===== src/rtl/cdc_stream_sink.sv =====
// Destination-domain stream sink for the clock-domain crossing.
// Paces ready_dst, checks an arithmetic sequence, keeps run stats.
module cdc_stream_sink #(
   parameter int unsigned DATA_W       = 8,
   parameter int unsigned CNT_W        = 8,
   parameter int unsigned COUNT        = 10,
   parameter int unsigned START        = 10,
   parameter int unsigned STEP         = 10,
   parameter int unsigned STALL_EVERY  = 3,
   parameter int unsigned STALL_CYCLES = 2
) (
   input  logic              clk_dst,
   input  logic              rst_n,
   input  logic              start,
   input  logic [DATA_W-1:0] data_dst,
   input  logic              valid_dst,
   output logic              ready_dst,
   output logic              busy,
   output logic              done,
   output logic              mismatch,
   output logic [CNT_W-1:0]  rx_count,
   output logic [CNT_W-1:0]  err_count,
   output logic [DATA_W-1:0] last_data,
   output logic [15:0]       checksum
);

   typedef enum logic [1:0] {IDLE, RECV, STALL, DONE} state_t;

   localparam logic [CNT_W-1:0]  CountV  = CNT_W'(COUNT);
   localparam logic [DATA_W-1:0] StartV  = DATA_W'(START);
   localparam logic [DATA_W-1:0] StepV   = DATA_W'(STEP);
   localparam logic [31:0]       EveryV  = 32'(STALL_EVERY);
   localparam logic [31:0]       CyclesV = 32'(STALL_CYCLES);
   localparam bit StallEn = (STALL_EVERY != 0) && (STALL_CYCLES != 0);

   state_t            state_q;
   logic              ready_q, busy_q, done_q, mis_q;
   logic [CNT_W-1:0]  rx_q, err_q;
   logic [DATA_W-1:0] last_q, exp_q;
   logic [15:0]       sum_q;
   logic [31:0]       grp_q, stl_q;

   logic              xfer;
   logic [CNT_W-1:0]  rx_d, err_d;
   logic [DATA_W-1:0] exp_d;
   logic [15:0]       sum_d;
   logic [31:0]       grp_d, stl_d;

   assign xfer  = valid_dst && ready_q && (state_q == RECV);
   assign rx_d  = rx_q + 1'b1;
   assign err_d = (&err_q) ? err_q : err_q + 1'b1;
   assign exp_d = exp_q + StepV;
   assign sum_d = sum_q + 16'(data_dst);
   assign grp_d = grp_q + 32'd1;
   assign stl_d = stl_q + 32'd1;

   // Run FSM: handshake pacing, sequence check and statistics.
   always_ff @(posedge clk_dst or negedge rst_n) begin
      if (!rst_n) begin
         state_q <= IDLE;
         ready_q <= 1'b0;
         busy_q  <= 1'b0;
         done_q  <= 1'b0;
         mis_q   <= 1'b0;
         rx_q    <= '0;
         err_q   <= '0;
         last_q  <= '0;
         exp_q   <= StartV;
         sum_q   <= '0;
         grp_q   <= '0;
         stl_q   <= '0;
      end else begin
         mis_q <= 1'b0;
         unique case (state_q)
            IDLE, DONE: begin
               if (start) begin
                  state_q <= RECV;
                  ready_q <= 1'b1;
                  busy_q  <= 1'b1;
                  done_q  <= 1'b0;
                  rx_q    <= '0;
                  err_q   <= '0;
                  sum_q   <= '0;
                  exp_q   <= StartV;
                  grp_q   <= '0;
                  stl_q   <= '0;
               end
            end
            RECV: begin
               if (xfer) begin
                  rx_q   <= rx_d;
                  sum_q  <= sum_d;
                  last_q <= data_dst;
                  exp_q  <= exp_d;
                  if (data_dst != exp_q) begin
                     mis_q <= 1'b1;
                     err_q <= err_d;
                  end
                  if (rx_d == CountV) begin
                     state_q <= DONE;
                     ready_q <= 1'b0;
                     busy_q  <= 1'b0;
                     done_q  <= 1'b1;
                  end else if (StallEn && grp_d == EveryV) begin
                     state_q <= STALL;
                     ready_q <= 1'b0;
                     grp_q   <= '0;
                     stl_q   <= '0;
                  end else begin
                     grp_q   <= grp_d;
                     ready_q <= 1'b1;
                  end
               end else begin
                  ready_q <= 1'b1;
               end
            end
            STALL: begin
               if (stl_d == CyclesV) begin
                  state_q <= RECV;
                  ready_q <= 1'b1;
               end else begin
                  stl_q <= stl_d;
               end
            end
            default: begin
               state_q <= IDLE;
            end
         endcase
      end
   end

   assign ready_dst = ready_q;
   assign busy      = busy_q;
   assign done      = done_q;
   assign mismatch  = mis_q;
   assign rx_count  = rx_q;
   assign err_count = err_q;
   assign last_data = last_q;
   assign checksum  = sum_q;

endmodule


===== config.mk =====
export PLATFORM = sky130hd
export DESIGN_NAME = cdc_stream_sink
export DESIGN_NICKNAME = d
export VERILOG_FILES = /design/src/rtl/cdc_stream_sink.sv
export SDC_FILE = /design/constraint.sdc
export NUM_CORES = 1
export LEC_CHECK = 0
export ABC_AREA = 1
export CAP_MARGIN = 20
export CORE_ASPECT_RATIO = 0.5
export CORE_MARGIN = 4
export CORE_UTILIZATION = 61
export CTS_CLUSTER_DIAMETER = 200
export DETAILED_ROUTE_END_ITERATION = 7
export PLACE_DENSITY = 0.82
export SYNTH_ARGS = -nofsm -noshare
export SYNTH_HDL_FRONTEND = slang
export SYNTH_SLANG_ARGS = --single-unit
export TNS_END_PERCENT = 100

===== constraint.sdc =====
create_clock -name clk_dst -period 3.78 [get_ports clk_dst]
set_clock_uncertainty 0.2 [all_clocks]
set_input_delay 0.945 -clock clk_dst [delete_from_list [all_inputs] [get_ports clk_dst]]
set_output_delay 0.945 -clock clk_dst [all_outputs]
set_load 0.005 [all_outputs]

==> flow_summary_export.csv, run 1 <==
group,metric,value,unit
floorplan,coreArea,12200,µm²
sta,slew_viol_final,0,
floorplan,die_area,14900,µm²
floorplan,die_w,169,µm
yosys,yosys_most_used_dff,"dfrtp_1",
place,gp_congestion,0.938,
clock_tree,htreeDepth,4,
yosys,synth_seq_cells,117,
drt,drt_wl_total,21.0,mm
grt,grt_overflow,0,
yosys,syn_inst,1182,
power_and_ir_drop,power_density,729,nW/µm²
worst_setup_path,critPathCaptureType,"register",
sta,worst_pin_slew,1.01,ns
sta,timing.final.crit_share,86.8,%
yosys,synth_edf_count,0,
cells_and_area,antenna_cells,0,
sta,relSlewSlack,32.5,%
yosys,yosys.area.top_type,"dfrtp_1",
place,numPortBuffers,55,
power_and_ir_drop,irDropWorstVdd,0.471,mV
clock_tree,post-cts-setup-buffers,0,
floorplan,start_util,64.5,%
yosys,synth.avg_cell_area,6.65,µm²
floorplan,die_h,88.3,µm
place,placed_area,8580,µm²
drt,dr_total_vias,8009,
yosys,yosysUniqueCellTypes,40,
cells_and_area,final_area,9220,µm²
drt,postRouteAntennaNets,0,
clock_tree,clk_pin_slew_worst_paths,0.06,ns
drt,post_drt_via_cell_ratio,5.64,
clock_tree,root_buffer,"clkbuf_16",
floorplan,row_count,28,
cells_and_area,drive_gt1_share,5.90,%
cells_and_area,nNetsFinal,1272,
drt,drtIter0Drc,653,
clock_tree,cts_num_sinks,117,
clock_tree,cts_buffers,17,
yosys,synth.area.top_cells,"dfrtp_1, nand2_1, nor2_1",
clock_tree,cts_buffer_depth,2,
cells_and_area,finish.utilization,75.6,%
worst_setup_path,worstPathArrival,3.44,ns
yosys,netlist_area,7860,µm²
outcome,status,"complete, no violations",
yosys,synth-seq-area-share,37.3,%
clock_tree,insertion_delay,0.42,ns
sta,fin_hold_ws,0.284,ns
grt,grt_max_degree,51,
sta,setup_tns,0,ns
place,hpwl,14.6,mm
grt,grtUsageTotal,29.7,%
drt,avgRoutedWirePerCell,14.8,µm
yosys,synth_fp_nets,1213,
sta,report.final.hold_viol_count,0,
drt,drc_errors,0,
grt,antenna_found_initial,0,
grt,grt_pass1_vias,7798,
worst_setup_path,crit_required,3.94,ns
cells_and_area,syn2layout_area_growth,17.3,%
worst_setup_path,worstPathMaxFanout,32,
yosys,synthArstFlopShare,100,%
yosys,synth.top_cell.area_share,36.6,%
sta,fin_crit,3.28,ns
sta,fmax,305,MHz
clock_tree,cts_hold_buffers,0,
yosys,yosys_warnings,0,
power_and_ir_drop,leakagePower,4.34,nW
sta,rsz0062_at_grt,"false",
run,drv_cap,0,
sta,finalSetupViolCount,0,
worst_setup_path,worst-setup-path-type,"register to register",
clock_tree,tritoncts,"yes",
clock_tree,cts_resized,0,
grt,grt_pass1_wl,36.0,mm
drt,dr.pass1.iters,6,
worst_hold_path,hold_path.class,"register to register",
worst_setup_path,start_kind,"register",
floorplan,ios,56,
-- layer usage --
metal	track usage (%)	vias up	part of all wire, %
met5	0	-	0
met4	13.4	0	2.6
met3	5.27	55	6.0
met2	52.1	320	47
met1	36.7	3706	44
li1	-	3928	-
-- critical path: stages (launching register included) --
cell and delay, ns:
dfrtp_1 0.44, ha_1 0.24, nand2_1 0.10, nor2_4 0.16, nand2_2 0.13, nor2_4 0.19, nand2_1 0.07, nand2_1 0.07
nand2_1 0.05, nor2_1 0.10, nand2_1 0.09, nor2_1 0.20, nand4_2 0.46, nand3_4 0.51, nand2_1 0.12, nand2_1 0.09
-- cells in the final DEF (no fill, tap or decap), types with 4 or more instances in the layout --
cell type	synthesis	routed
clkbuf_16	0	17
o22ai_1	14	14
nor2_4	7	7
nor3_1	12	12
clkdlybuf4s50_1	0	54
ha_1	18	18
nor2_2	9	9
xor2_1	18	18
o21ai_1	5	5
nand2_1	413	413
a21oi_1	41	41
nand4_1	47	47
nand3_1	60	60
inv_1	121	121
nand3b_1	12	12
o21ai_0	64	64
nor2_1	160	160
bufinv_16	0	4
dfrtp_1	115	115
nand2_2	5	5
xnor2_1	4	4
buf_4	1	12
-- logic make-up after synthesis --
| kind of cell | share of synthesized area [%] |
|---|---|
| compound gates | 9.18 |
| xor+xnor | 2.45 |
| fa+ha+maj | 3.12 |
| buf+inv | 7.74 |
| flops | 37.3 |
| simple gates | 40.2 |
-- Yosys cell counts, drive strengths merged, types with 13 or more instances --
master	number
a21oi	41
nand4	48
ha	18
buf	13
inv	124
nand3	62
o22ai	14
nand2	418
clkbuf	14
dfrtp	115
xor2	18
o21ai	69
nor2	176
-- per-stage QoR --
stage | std cells | total power [mW] | setup WS [ns]
detailed placement | 1387 | 4.87 | 0.206
CTS | 1419 | 6.69 | 0.489
global route | 1419 | 7.17 | 0.169
floorplan | 1182 | 3.89 | 0.945
global placement | 1387 | 4.75 | 0.321
finish | 1419 | 6.72 | 0.499
-- sequential cells by signal, indices dropped and copies added (netlist names) --
register / flops
grp_q: 32
stl_q: 32
checksum: 16
err_count: 8
last_data: 8
rx_count: 8
exp_q: 7
state_q: 2
busy: 1
done: 1
mismatch: 1
ready_dst: 1
-- cell type report --
type                       instances  area, µm²
sequential                       117       2930
multi-input combinational        913       4320
timing repair buffer              67        651
fill                             931       2980
clock inverter                    13        195
clock buffer                      19        443
inverter                         125        469
tap                              165        206
-- worst paths after layout --
kind	startpoint	end	slack, ns	depth (start not counted)
min	last_data[0]$_DFFE_PN0P_	last_data[0]$_DFFE_PN0P_	0.28	2
min reg2reg	last_data[0]$_DFFE_PN0P_	last_data[0]$_DFFE_PN0P_	0.28	2
max in group asynchronous	rst_n	exp_q[1]$_DFFE_PN1P_	2.20	2
max	stl_q[0]$_DFFE_PN0P_	stl_q[3]$_DFFE_PN0P_	0.50	15
max reg2reg	stl_q[0]$_DFFE_PN0P_	stl_q[3]$_DFFE_PN0P_	0.50	15
min in group asynchronous	rst_n	stl_q[6]$_DFFE_PN0P_	0.35	1
-- power breakdown --
part / switching (mW) / internal (mW) / total [mW]
Clock: 0.643 / 1.13 / 1.77
Sequential: 0.370 / 1.62 / 1.99
Combinational: 1.95 / 1.01 / 2.96
Total: 2.96 / 3.76 / 6.72
Note: power is estimated with default switching activity, not from simulation.
==> inputs of run 2 (changes only) <==
--- a/config.mk
+++ b/config.mk
@@ -6,6 +6,7 @@
 export NUM_CORES = 1
 export LEC_CHECK = 0
 export ABC_AREA = 1
+export ABC_CLOCK_PERIOD_IN_PS = 3780
 export CAP_MARGIN = 20
 export CORE_ASPECT_RATIO = 0.5
 export CORE_MARGIN = 4
@@ -13,6 +14,7 @@
 export CTS_CLUSTER_DIAMETER = 200
 export DETAILED_ROUTE_END_ITERATION = 7
 export PLACE_DENSITY = 0.82
+export SETUP_SLACK_MARGIN = 0.05
 export SYNTH_ARGS = -nofsm -noshare
 export SYNTH_HDL_FRONTEND = slang
 export SYNTH_SLANG_ARGS = --single-unit
==> results of run 2 <==
Same layout as run 1: the final DEF is identical, and so are final timing and power.
